File: src/rtl/ssp_rx_timeout_ctrl.sv
// Receive-timeout detector: counts prescaled idle ticks while the Rx FIFO holds data
// and raises a sticky timeout status with a one-cycle event pulse.
module ssp_rx_timeout_ctrl #(
  parameter int unsigned CNT_W = 8,
  parameter int unsigned PRE_W = 4
) (
  input  logic             SSPCLK,
  input  logic             nSSPRST,
  input  logic             Enable,
  input  logic             IncRxTimeOut,
  input  logic             MRxRT,
  input  logic             SRxRT,
  input  logic             RNESync,
  input  logic             RTICSync,
  input  logic [CNT_W-1:0] TOReload,
  input  logic [PRE_W-1:0] TOPresc,
  input  logic             RTIMask,
  output logic             DataStp,
  output logic             RTIntr,
  output logic             TOEvent,
  output logic [CNT_W-1:0] TOCount
);

  typedef enum logic [1:0] {
    IDLE    = 2'b00,
    COUNT   = 2'b01,
    TRIGGER = 2'b11
  } state_e;

  state_e           state_q, state_d;
  logic [CNT_W-1:0] cnt_q, cnt_d;
  logic [PRE_W-1:0] pre_q, pre_d;
  logic             data_stp_q, data_stp_d;
  logic             to_event_q, to_event_d;
  logic             del_rtic_q;
  logic             rx_rt;
  logic             rti_clr;

  assign rx_rt   = MRxRT | SRxRT;
  assign rti_clr = RTICSync & ~del_rtic_q;

  // Next-state and counter/prescaler update
  always_comb begin
    state_d    = state_q;
    cnt_d      = cnt_q;
    pre_d      = pre_q;
    data_stp_d = data_stp_q;
    to_event_d = 1'b0;
    case (state_q)
      IDLE: begin
        cnt_d      = TOReload;
        pre_d      = '0;
        data_stp_d = 1'b0;
        if (Enable && RNESync && !rx_rt) state_d = COUNT;
      end
      COUNT: begin
        if (!Enable || !RNESync) begin
          state_d = IDLE;
          cnt_d   = TOReload;
          pre_d   = '0;
        end else if (rx_rt) begin
          cnt_d = TOReload;
          pre_d = '0;
        end else if (IncRxTimeOut) begin
          // >= rather than == so a live TOPresc decrease cannot strand the prescaler
          if (pre_q >= TOPresc) begin
            pre_d = '0;
            if (cnt_q == '0) begin
              state_d    = TRIGGER;
              data_stp_d = 1'b1;
              to_event_d = 1'b1;
            end else begin
              cnt_d = cnt_q - CNT_W'(1);
            end
          end else begin
            pre_d = pre_q + PRE_W'(1);
          end
        end
      end
      TRIGGER: begin
        if (rti_clr || !RNESync || rx_rt || !Enable) begin
          state_d    = IDLE;
          data_stp_d = 1'b0;
          cnt_d      = TOReload;
          pre_d      = '0;
        end
      end
      default: begin
        state_d    = IDLE;
        data_stp_d = 1'b0;
        cnt_d      = TOReload;
        pre_d      = '0;
      end
    endcase
  end

  always_ff @(posedge SSPCLK or negedge nSSPRST) begin
    if (!nSSPRST) begin
      state_q    <= IDLE;
      cnt_q      <= '1;
      pre_q      <= '0;
      data_stp_q <= 1'b0;
      to_event_q <= 1'b0;
      del_rtic_q <= 1'b0;
    end else begin
      state_q    <= state_d;
      cnt_q      <= cnt_d;
      pre_q      <= pre_d;
      data_stp_q <= data_stp_d;
      to_event_q <= to_event_d;
      del_rtic_q <= RTICSync;
    end
  end

  assign DataStp = data_stp_q;
  assign TOEvent = to_event_q;
  assign TOCount = cnt_q;
  assign RTIntr  = data_stp_q & ~RTIMask;

endmodule

File: config.mk
export PLATFORM = sky130hd
export DESIGN_NAME = ssp_rx_timeout_ctrl
export DESIGN_NICKNAME = d
export VERILOG_FILES = /design/src/rtl/ssp_rx_timeout_ctrl.sv
export SDC_FILE = /design/constraint.sdc
export NUM_CORES = 1
export LEC_CHECK = 0
export BUFFER_PORTS_ARGS = -buffer_cell sky130_fd_sc_hd__buf_2
export CAP_MARGIN = 0
export CELL_PAD_IN_SITES_DETAIL_PLACEMENT = 0
export CELL_PAD_IN_SITES_GLOBAL_PLACEMENT = 1
export CORE_ASPECT_RATIO = 1.4
export CORE_MARGIN = 5
export CORE_UTILIZATION = 37
export CTS_CLUSTER_DIAMETER = 60
export DETAILED_ROUTE_END_ITERATION = 6
export PLACE_DENSITY = 0.86
export SKIP_LAST_GASP = 1
export SYNTH_ARGS = -nofsm -noshare
export SYNTH_HDL_FRONTEND = slang
export SYNTH_SLANG_ARGS = --single-unit
File: constraint.sdc
create_clock -name SSPCLK -period 2.2 [get_ports SSPCLK]
set_clock_uncertainty 0.1 [all_clocks]
set_input_delay 0.33 -clock SSPCLK [delete_from_list [all_inputs] [get_ports SSPCLK]]
set_output_delay 0.33 -clock SSPCLK [all_outputs]
set_load 0.01 [all_outputs]
## After elaboration in Yosys (flattened, before gate mapping)

Cells that the tools add are included.

| storage, ports and cells | value |
|---|---|
| flip-flop bits (word level) | 17 |
| input bits | 21 |
| output and inout port bits | 11 |
| word-level logic and storage cells | 79 |

| operators by class | value |
|---|---|
| add/sub/neg operators | 2 |
| magnitude comparators | 1 |
| equality and inequality tests | 16 |
| muxes and demuxes | 34 |
| bitwise gates (word level) | 5 |
| reductions and logical operators | 15 |

Operators with widths:

| cell | number |
|---|---|
| 8-bit 2-to-1 mux | 6 |
| 4-bit 2-to-1 mux | 5 |
| 8-bit one-hot mux with 2 select lines | 1 |
| 2-bit 2-to-1 mux | 7 |
| 2-bit inequality test, second input constant | 7 |
| 1-bit 2-to-1 mux | 12 |
| 3-bit inequality test, second input constant | 4 |
| 4-bit inequality test, second input constant | 3 |
| 6-bit AND reduction | 2 |
| 8-bit zero test | 1 |
| 4-bit one-hot mux with 2 select lines | 1 |
| 8-bit by 1-bit subtractor with 8-bit output, second input constant | 1 |
| 2-bit one-hot mux with 3 select lines | 1 |
| 4-bit by 1-bit adder with 4-bit output, second input constant | 1 |
| 4-bit >= comparator | 1 |
| 1-bit logical OR | 4 |
| 4-bit AND reduction | 1 |
| 1-bit zero test | 3 |
| 1-bit AND | 2 |
| 2-bit by 1-bit equality test with 1-bit output, second input constant | 1 |
| 2-bit equality test, second input constant | 1 |
| 1-bit logical AND | 2 |
| 2-bit zero test | 1 |
| 1-bit NOT | 2 |
| 3 further kinds | 3 |

## Longest topological paths before layout

Gate-level depths: netlist of the first run.

| logic depth | value |
|---|---|
| depth after elaboration | 7 |
| gate-level depth with buffers | 8 |

## Worst setup path after synthesis of the first run

Ideal clock, no wire load.

| timing | value |
|---|---|
| kind | reg2reg |
| start | reg pre_q[0] |
| end | reg cnt_q[6], in the netlist TOCount[6] |
| setup time | 0.072 ns |
| arrival time | 1.757 ns |
| data required time | 2.028 ns |
| setup slack | 0.272 ns |
| cell stages (with the launch flop) | 9 |
| path buffers | 1 |
| period minus slack after synthesis | 1.928 ns |
| cells stage by stage | dfrtp_1 > inv_1 > ha_1 > nand2b_4 > a2111o_1 > a41oi_4 > buf_6 > o21ai_1 > o21ai_1 |

| on the way | value |
|---|---|
| longest elaborated chain between the ends | 3 |

Ends and longest elaborated chain:

| what | line | text |
|---|---|---|
| start: declaration | 32 | `logic [PRE_W-1:0] pre_q, pre_d;` |
| start signal: assignment | 108 | `pre_q <= pre_d;` |
| 4-bit >= comparator | 66 | `if (pre_q >= TOPresc) begin` |
| 4-bit inequality test (no line) | -- |  |
| 4-bit AND reduction (no line) | -- |  |
| end signal: assignment | 107 | `cnt_q <= cnt_d;` |
| end: declaration | 31 | `logic [CNT_W-1:0] cnt_q, cnt_d;` |

No other way between the ends.
A chain may end at the register's enable or synchronous reset.

## Worst setup path after layout of the first run

| timing | value |
|---|---|
| start | reg pre_q[0] |
| end | reg cnt_q[4], in the netlist TOCount[4] |

Same word-level chain as after synthesis.

==> qor.yml, run 1 <==
viasPerCell: 5.30
timing.final.crit_share: 0.938
place_area_um2: 1330
critPathSlowestCell: "a2111o_1"
design_area_um2: 1380
drive_above_1_share: 0.327
die_w_um: 56.7
grt_setup_unrepaired: "no"
final_cells: 199
postCtsHoldBufs: 1
synth_seq_cells: 17
wl_um: 2590
max_freq_mhz: 485
ir_drop_v: 0.000382
pwr-share-clk: 0.343
dieArea_um2: 4270
pwr-share-comb: 0.147
die_y_um: 75.3
end_kind: "flop"
hpwl_um: 2090
synthToLayoutAreaGrowth_pct: 22.5
max_stage_delay_ps: 460
fp.coreArea_um2: 2910
vias: 1054
final-setup-viol-count: 0
syn_nets: 156
critPathLaunchType: "flop"
io_buffers: 31
synthArstFlopShare: 1.00
antenna_found_initial: 0
avgSynthCellArea_um2: 8.81
antenna_cells: 0
drc: 0
synth-seq-area-share: 0.386
clk_pin_slew_worst_paths_ps: 70
fin_crit_ps: 2060
placementRows: 23
cts_resized: 0
nets: 191
path_cells: "inv_1 -> ha_1 -> nand2b_4 -> a2111o_1 -> a41oi_4 -> buf_12 -> nor2_1 -> o22a_1"
syn-cell-area_um2: 1130
synth-main-ff-cell: "dfrtp_1"
status: "complete, no violations"
synthMuxAreaShare: 0
finalSetupTns_ps: 0
gp_congestion: 0.817
cts_setup_buffers: 0
drtPass1Iterations: 4
seq_power_share: 0.510
relSlewSlack: 0.642
critPathArrivalTime_ps: 2150
synth_simple_gate_area_frac: 0.249
wire_per_inst_um: 13.0
slew_viol_final: 0
hold_class: "input port to flop"
numCtsBuffers: 3
syn-instance-count: 128
synthAdderAreaFrac: 0.0777
power_density_nw_per_um2: 492
insertion_delay_ps: 250
maxCapViolations: 0
hold_viol_final: 0
pre_cts_ws_ps: 117
cts_root_buf: "clkbuf_8"
p_sw_frac: 0.258
worst_slew_pin_slew_ps: 532
grt_max_degree: 18
p_switching_w: 0.000176
grt_pass1_wl_um: 4330
cts_tree: "done"
p_int_w: 0.000505
synth_top_family_by_area: "simple AND/OR/NAND/NOR gates"
synth_cell_type_count: 39
p_leak_nw: 0.646
synth_edf_count: 0
overflow: 0
grt_pass1_vias: 1039
dp_cells: 194
htreeDepth: 1
synth_warnings: 0
synth-compound-area-share: 0.236
cp_max_fo: 16
drt-initial-drc-count: 25
crit_type: "flop to flop"
ant_nets: 0
track_usage: 0.129
io_pins: 32
clkSinkCount: 17
start_util: 0.388
critPathRequiredTime_ps: 2280
clockBufferDepth: 2
fin_ws_ps: 136
fill_cells: 307
synth_xor_area_frac: 0
==> path summary, 6_finish.rpt <==
check	from	end	slack (ps)	depth (start not counted)
worst max-delay path	pre_q[0]	TOCount[4]	140	8
worst max register to register	pre_q[0]	TOCount[4]	140	8
max in group asynchronous	nSSPRST	TOCount[1]	1240	2
worst min-delay path	RTICSync	del_rtic_q	100	1
min in group asynchronous	nSSPRST	del_rtic_q	430	2
worst min register to register	TOCount[6]	TOCount[6]	410	2
==> cells in the final DEF, fill, tap and decap left out, types with 2 or more instances in the layout <==
master,n
o22a_1,3
dfstp_2,8
nand3_1,5
or2_2,2
inv_1,9
a31oi_1,3
nand2b_1,2
buf_2,31
o21ai_0,12
nand2_1,10
clkbuf_8,3
o21ai_1,3
a21oi_1,8
and3_1,3
and2_1,2
ha_1,7
dfrtp_1,9
nor2_1,19
==> metrics by stage <==
stage | total power, W | util | hold slack (ps)
after floorplan | 0.000404 | - | -65.6
after global placement | 0.000448 | 0.456 | 179
after detailed placement | 0.000452 | 0.456 | 184
after CTS | 0.000690 | 0.475 | 92.6
after global routing | 0.000719 | 0.475 | 99.0
final | 0.000680 | 0.475 | 96.9
==> synthesized netlist by cell type (2+ instances only) <==
| master | number | area, um^2 |
|---|---|---|
| nand2_1 | 10 | 37.5 |
| dfstp_2 | 8 | 210 |
| a31oi_1 | 3 | 18.8 |
| inv_1 | 9 | 33.8 |
| a21oi_1 | 8 | 40.0 |
| dfrtp_1 | 9 | 225 |
| and3_1 | 3 | 18.8 |
| o21ai_1 | 3 | 15.0 |
| or2_2 | 2 | 12.5 |
| ha_1 | 7 | 87.6 |
| nand3_1 | 5 | 25.0 |
| nand2b_1 | 2 | 12.5 |
| nor2_1 | 19 | 71.3 |
| o21ai_0 | 12 | 60.1 |
| and2_1 | 2 | 12.5 |
| o22a_1 | 3 | 26.3 |
==> logic make-up after synthesis <==
family | Yosys count
flip-flops | 17
buffers and inverters | 12
adder cells (fa/ha/maj) | 7
AO/OA/AOI/OAI | 39
AND/OR/NAND/NOR | 53
==> power groups by stage <==
stage | Combinational, W | Clock (W) | Sequential, W
after floorplan | 0.0000486 | 0 | 0.000355
after global placement | 0.0000967 | 0 | 0.000351
after detailed placement | 0.000100 | 0 | 0.000352
after CTS | 0.000102 | 0.000241 | 0.000347
after global routing | 0.000114 | 0.000257 | 0.000349
final | 0.000100 | 0.000233 | 0.000347
==> critical path, delay by kind of cell (launching register included) <==
family	cells	cell delay (ps)
buf+inv	2	230
fa+ha+maj	1	260
flops	1	400
compound gates	3	820
simple gates	2	180
==> sequential cells by signal, summed over array words and instances, names as in the netlist <==
name        cells
TOCount         8
pre_q           4
del_rtic_q      1
state_q         2
DataStp         1
TOEvent         1
==> metal layers <==
layer,vias to the layer above,routed length (um),GRT usage
li1,523,-,-
met1,500,1050,0.146
met2,29,1390,0.237
met3,2,131,0.0203
met4,0,20,0.0607
met5,-,0,0
==> layout make-up <==
type | count | area, um^2 | area share
Clock buffer | 3 | 41.3 | 0.0299
Sequential cell | 17 | 435 | 0.315
Tap cell | 37 | 46.3 | 0.0335
Inverter | 9 | 33.8 | 0.0245
Timing Repair Buffer | 33 | 185 | 0.134
Clock inverter | 1 | 5.00 | 0.00362
Multi-Input combinational cell | 99 | 634 | 0.459
No activity file was read; power rests on OpenSTA's default activity.
==> run 2: changes to the inputs <==
PLACE_DENSITY = 0.76   (was 0.86)
==> run 2 against run 1 <==
Against the previous run: wire length is 2.1% higher; non-clock buffer count stayed put; power is 0.14% higher; largest power group unchanged.
==> qor.yml, run 2 (synthesized netlist as in run 1, its figures left out) <==
status: "complete, no violations"
grt_pass1_vias: 1054
hold_path_end: "del_rtic_q"
io_buffers: 31
cts_root_buf: "clkbuf_8"
power_density_nw_per_um2: 494
hold_viol_final: 0
use_met1: 0.137
final-setup-viol-count: 0
pwr-share-clk: 0.346
critPathRequiredTime_ps: 2280
grt_pass1_wl_um: 4400
total_power_w: 0.000681
placementRows: 23
cts_tree: "done"
final_cells: 199
largest_reg_flops: 8
hold_class: "input port to flop"
nets: 191
drt-initial-drc-count: 15
final_cell_mix: "buf_2 (31), nor2_1 (19), o21ai_0 (12)"
hpwl_um: 2100
seq_power_share: 0.509
final_util: 0.475
wire_per_inst_um: 13.3
crit_type: "flop to flop"
cp_max_fo: 16
critPathLaunchType: "flop"
synthToLayoutAreaGrowth_pct: 22.4
finalSetupTns_ps: 0
min_path_cells: 1
ant_nets: 0
overflow: 0
clk_pin_slew_worst_paths_ps: 70
track_usage: 0.130
p_sw_frac: 0.254
drive_above_1_share: 0.321
r2r_slack_ps: 150
clkSinkCount: 17
grt_max_degree: 18
postCtsHoldBufs: 1
antenna_cells: 0
worst_slew_pin_slew_ps: 554
viasPerCell: 5.17
io_pins: 32
start_util: 0.388
fp.coreArea_um2: 2910
globalRouteMet3Util: 0.0203
busiest_layer: "met2"
hold_start: "RTICSync"
rr_worst_depth: 8
gp_congestion: 0.805
end_kind: "flop"
dp_cells: 194
fin_crit_ps: 2050
die_y_um: 75.3
pwr-share-comb: 0.145
max_stage_delay_ps: 450
max_freq_mhz: 487
die_w_um: 56.7
numCtsBuffers: 3
met2_usage: 0.252
cts_setup_buffers: 0
relSlewSlack: 0.627
maxCapViolations: 0
vias: 1028
critPathArrivalTime_ps: 2130
path_cells: "inv_1 -> ha_1 -> nand2b_4 -> a2111o_1 -> a41oi_4 -> buf_12 -> nor2_1 -> o22a_1"
drtPass1Iterations: 4
r2r-end: "TOCount[7]"
p_leak_nw: 0.644
dieArea_um2: 4270
critPathSlowestCell: "a2111o_1"
slew_viol_final: 0
htreeDepth: 1
layout.cells.most_common: "buf_2"
clockBufferDepth: 2
fin_ws_ps: 148
insertion_delay_ps: 250
timing.final.crit_share: 0.933
p_int_w: 0.000508
wl_um: 2650
p_switching_w: 0.000173
antenna_found_initial: 0
cts_resized: 0
ir_drop_v: 0.000300
drc: 0
pre_cts_ws_ps: 143
r2r-start: "pre_q[0]"
grt_setup_unrepaired: "no"
==> run 2: layout make-up <==
| class | count | area [um^2] |
|---|---|---|
| clock buffer | 4 | 45.0 |
| fill | 314 | 1530 |
| inverter | 9 | 33.8 |
| multi-input combinational | 99 | 634 |
| sequential | 17 | 435 |
| tap | 37 | 46.3 |
| timing repair buffer | 33 | 185 |
==> run 2: critical path: cells and delay by family, from the launching register on <==
kind / cells / cell delay, ps
compound gates: 3 / 800
buf+inv: 2 / 230
simple gates: 2 / 180
flops: 1 / 400
fa+ha+maj: 1 / 270
==> run 2: how the worst max path moves through the flow <==
| stage | from | to | slack [ps] | cells after the start |
|---|---|---|---|---|
| detailed placement | TOPresc[0] | TOCount[7] | 140 | 8 |
| CTS | pre_q[0] | TOCount[7] | 130 | 8 |
| floorplan | pre_q[0] | TOCount[6] | 270 | 8 |
| finish | pre_q[0] | TOCount[7] | 150 | 8 |
| global placement | TOPresc[0] | TOCount[2] | 180 | 8 |
| global route | pre_q[0] | TOCount[0] | 40 | 8 |
==> run 2: through the flow <==
stage	hold slack, ps	area (um^2)
after floorplan	-65.6	1130
after global placement	185	1330
after detailed placement	181	1330
after CTS	93.8	1380
after global routing	97.7	1380
final	99.5	1380
==> run 2: power groups by stage <==
stage	clock network, W	logic, W	registers [W]
6_report	0.000235	0.0000988	0.000347
5_1_grt	0.000260	0.000111	0.000350
4_1_cts	0.000246	0.000101	0.000347
3_5_place_dp	0	0.0000992	0.000352
3_3_place_gp	0	0.0000974	0.000352
2_1_floorplan	0	0.0000486	0.000355
==> run 2: per-layer routing <==
| layer | part of all wire | wire length (um) |
|---|---|---|
| met4 | 0.016 | 41 |
| met2 | 0.53 | 1400 |
| met1 | 0.41 | 1090 |
| met3 | 0.043 | 114 |
| met5 | 0 | 0 |
==> run 3: changes to the inputs <==
CORE_UTILIZATION = 30   (was 37)
PLACE_DENSITY = 0.64   (was 0.76)
clock period = 2.5 ns   (was 2.2 ns; I/O delays follow)
==> run 3 against run 2 <==
Against the previous run: critical path depth shrank 1; power shrank 12%; critical endpoint is now TOCount[2]; core utilization shrank 10 points; final cell count grew 2.0%; critical path type unchanged; count of clock-buffer cells in the layout is the same; maximum frequency shrank 6.2%; wire length grew 1.5%; first-iteration DRC count grew to 2.5 times the previous value; clock power shrank 12%; largest cell class unchanged; non-clock buffer count shrank 1.
==> qor.yml, run 3 (synthesized netlist as in run 1, its figures left out) <==
status: "complete, no violations"
clk_pin_slew_worst_paths_ps: 70
r2r-end: "TOCount[2]"
dp_cells: 198
wl_um: 2690
insertion_delay_ps: 250
slew_viol_final: 0
hpwl_um: 2150
min_path_cells: 1
antenna_cells: 0
cp_max_fo: 16
cts_resized: 0
layout.cells.most_common: "buf_2"
max_stage_delay_ps: 450
gp_congestion: 0.793
critPathLaunchType: "flop"
path_cells: "inv_1 -> ha_1 -> nand2b_4 -> a2111o_1 -> a41oi_4 -> nor2_1 -> o22a_1"
maxCapViolations: 0
drt-initial-drc-count: 38
drive_above_1_share: 0.317
critPathRequiredTime_ps: 2580
power_density_nw_per_um2: 438
die_w_um: 61.8
finalSetupTns_ps: 0
hold_start: "RTICSync"
grt_max_degree: 18
antenna_found_initial: 0
io_buffers: 31
largest_reg_flops: 8
grt_pass1_wl_um: 4500
ant_nets: 0
drtPass1Iterations: 4
grt_pass1_vias: 1026
htreeDepth: 1
grt_setup_unrepaired: "no"
critPathSlowestCell: "a2111o_1"
cts_tree: "done"
nets: 190
hold_viol_final: 0
final_cell_mix: "buf_2 (31), nor2_1 (19), o21ai_0 (12)"
worst_slew_pin_slew_ps: 569
cts_setup_buffers: 0
p_leak_nw: 0.636
timing.final.crit_share: 0.875
worst_hold_slack_ps: 150
dieArea_um2: 5100
critPathArrivalTime_ps: 2270
hold_class: "input port to flop"
track_usage: 0.117
relSlewSlack: 0.617
overflow: 0
fp.coreArea_um2: 3640
cts_root_buf: "clkbuf_8"
clockBufferDepth: 2
vias: 991
viasPerCell: 4.88
drc: 0
wire_per_inst_um: 13.2
io_pins: 32
max_freq_mhz: 457
r2r_slack_ps: 310
fin_crit_ps: 2190
final-setup-viol-count: 0
placementRows: 26
hold_path_end: "del_rtic_q"
clkSinkCount: 17
rr_worst_depth: 7
synthToLayoutAreaGrowth_pct: 21.2
final_cells: 203
ir_drop_v: 0.000166
die_y_um: 82.5
start_util: 0.309
r2r-start: "pre_q[0]"
postCtsHoldBufs: 1
fill_cells: 403
crit_type: "flop to flop"
end_kind: "flop"
numCtsBuffers: 3
-- run 3: changes by cell type in the layout (fill, tap and decap cells not counted), sizes merged --
cell	change
buf	-1
-- run 3: cell type report --
cell class,count,area [um^2],area share
inverters,9,33.8,0.0247
flip-flops and latches,17,435,0.319
repair buffers,32,165,0.121
clock buffers,4,45.0,0.0330
well taps,42,52.6,0.0385
multi-input cells,99,634,0.464
-- run 3: per-stage QoR --
step                setup slack (ps)  area [um^2]  utilization  power [W]
floorplan                        572         1130            -   0.000355
global placement                 296         1310        0.360   0.000395
detailed placement               263         1310        0.360   0.000398
CTS                              285         1370        0.375   0.000610
global route                     134         1370        0.375   0.000634
finish                           313         1370        0.375   0.000599
-- run 3: critical path, delay by kind of cell, from the launching register on --
family | cells | cell delay, ps
AOI/OAI and AO/OA | 3 | 1040
adders and majority gates | 1 | 260
buffers and inverters | 1 | 60
DFF | 1 | 410
and+or+nand+nor | 2 | 230
-- run 3: power breakdown --
part           total [W]  switching (W)  internal [W]
Sequential      0.000305      0.0000119      0.000293
Clock           0.000206      0.0000935      0.000113
Combinational  0.0000875      0.0000472     0.0000403
Total           0.000599       0.000153      0.000446
-- run 3: routing by layer --
layer / track usage / wire [um]
met1: 0.140 / 1130
met2: 0.211 / 1450
met3: 0.0140 / 82
met4: 0.0382 / 27
met5: 0 / 0
-- run 3: worst max path at each step --
stage | cells past startpoint | from | to
floorplan | 8 | pre_q[0] | TOCount[6]
global placement | 7 | TOPresc[0] | TOCount[2]
detailed placement | 7 | TOPresc[0] | TOCount[2]
CTS | 7 | pre_q[0] | TOCount[2]
global route | 7 | pre_q[0] | TOCount[3]
finish | 7 | pre_q[0] | TOCount[2]
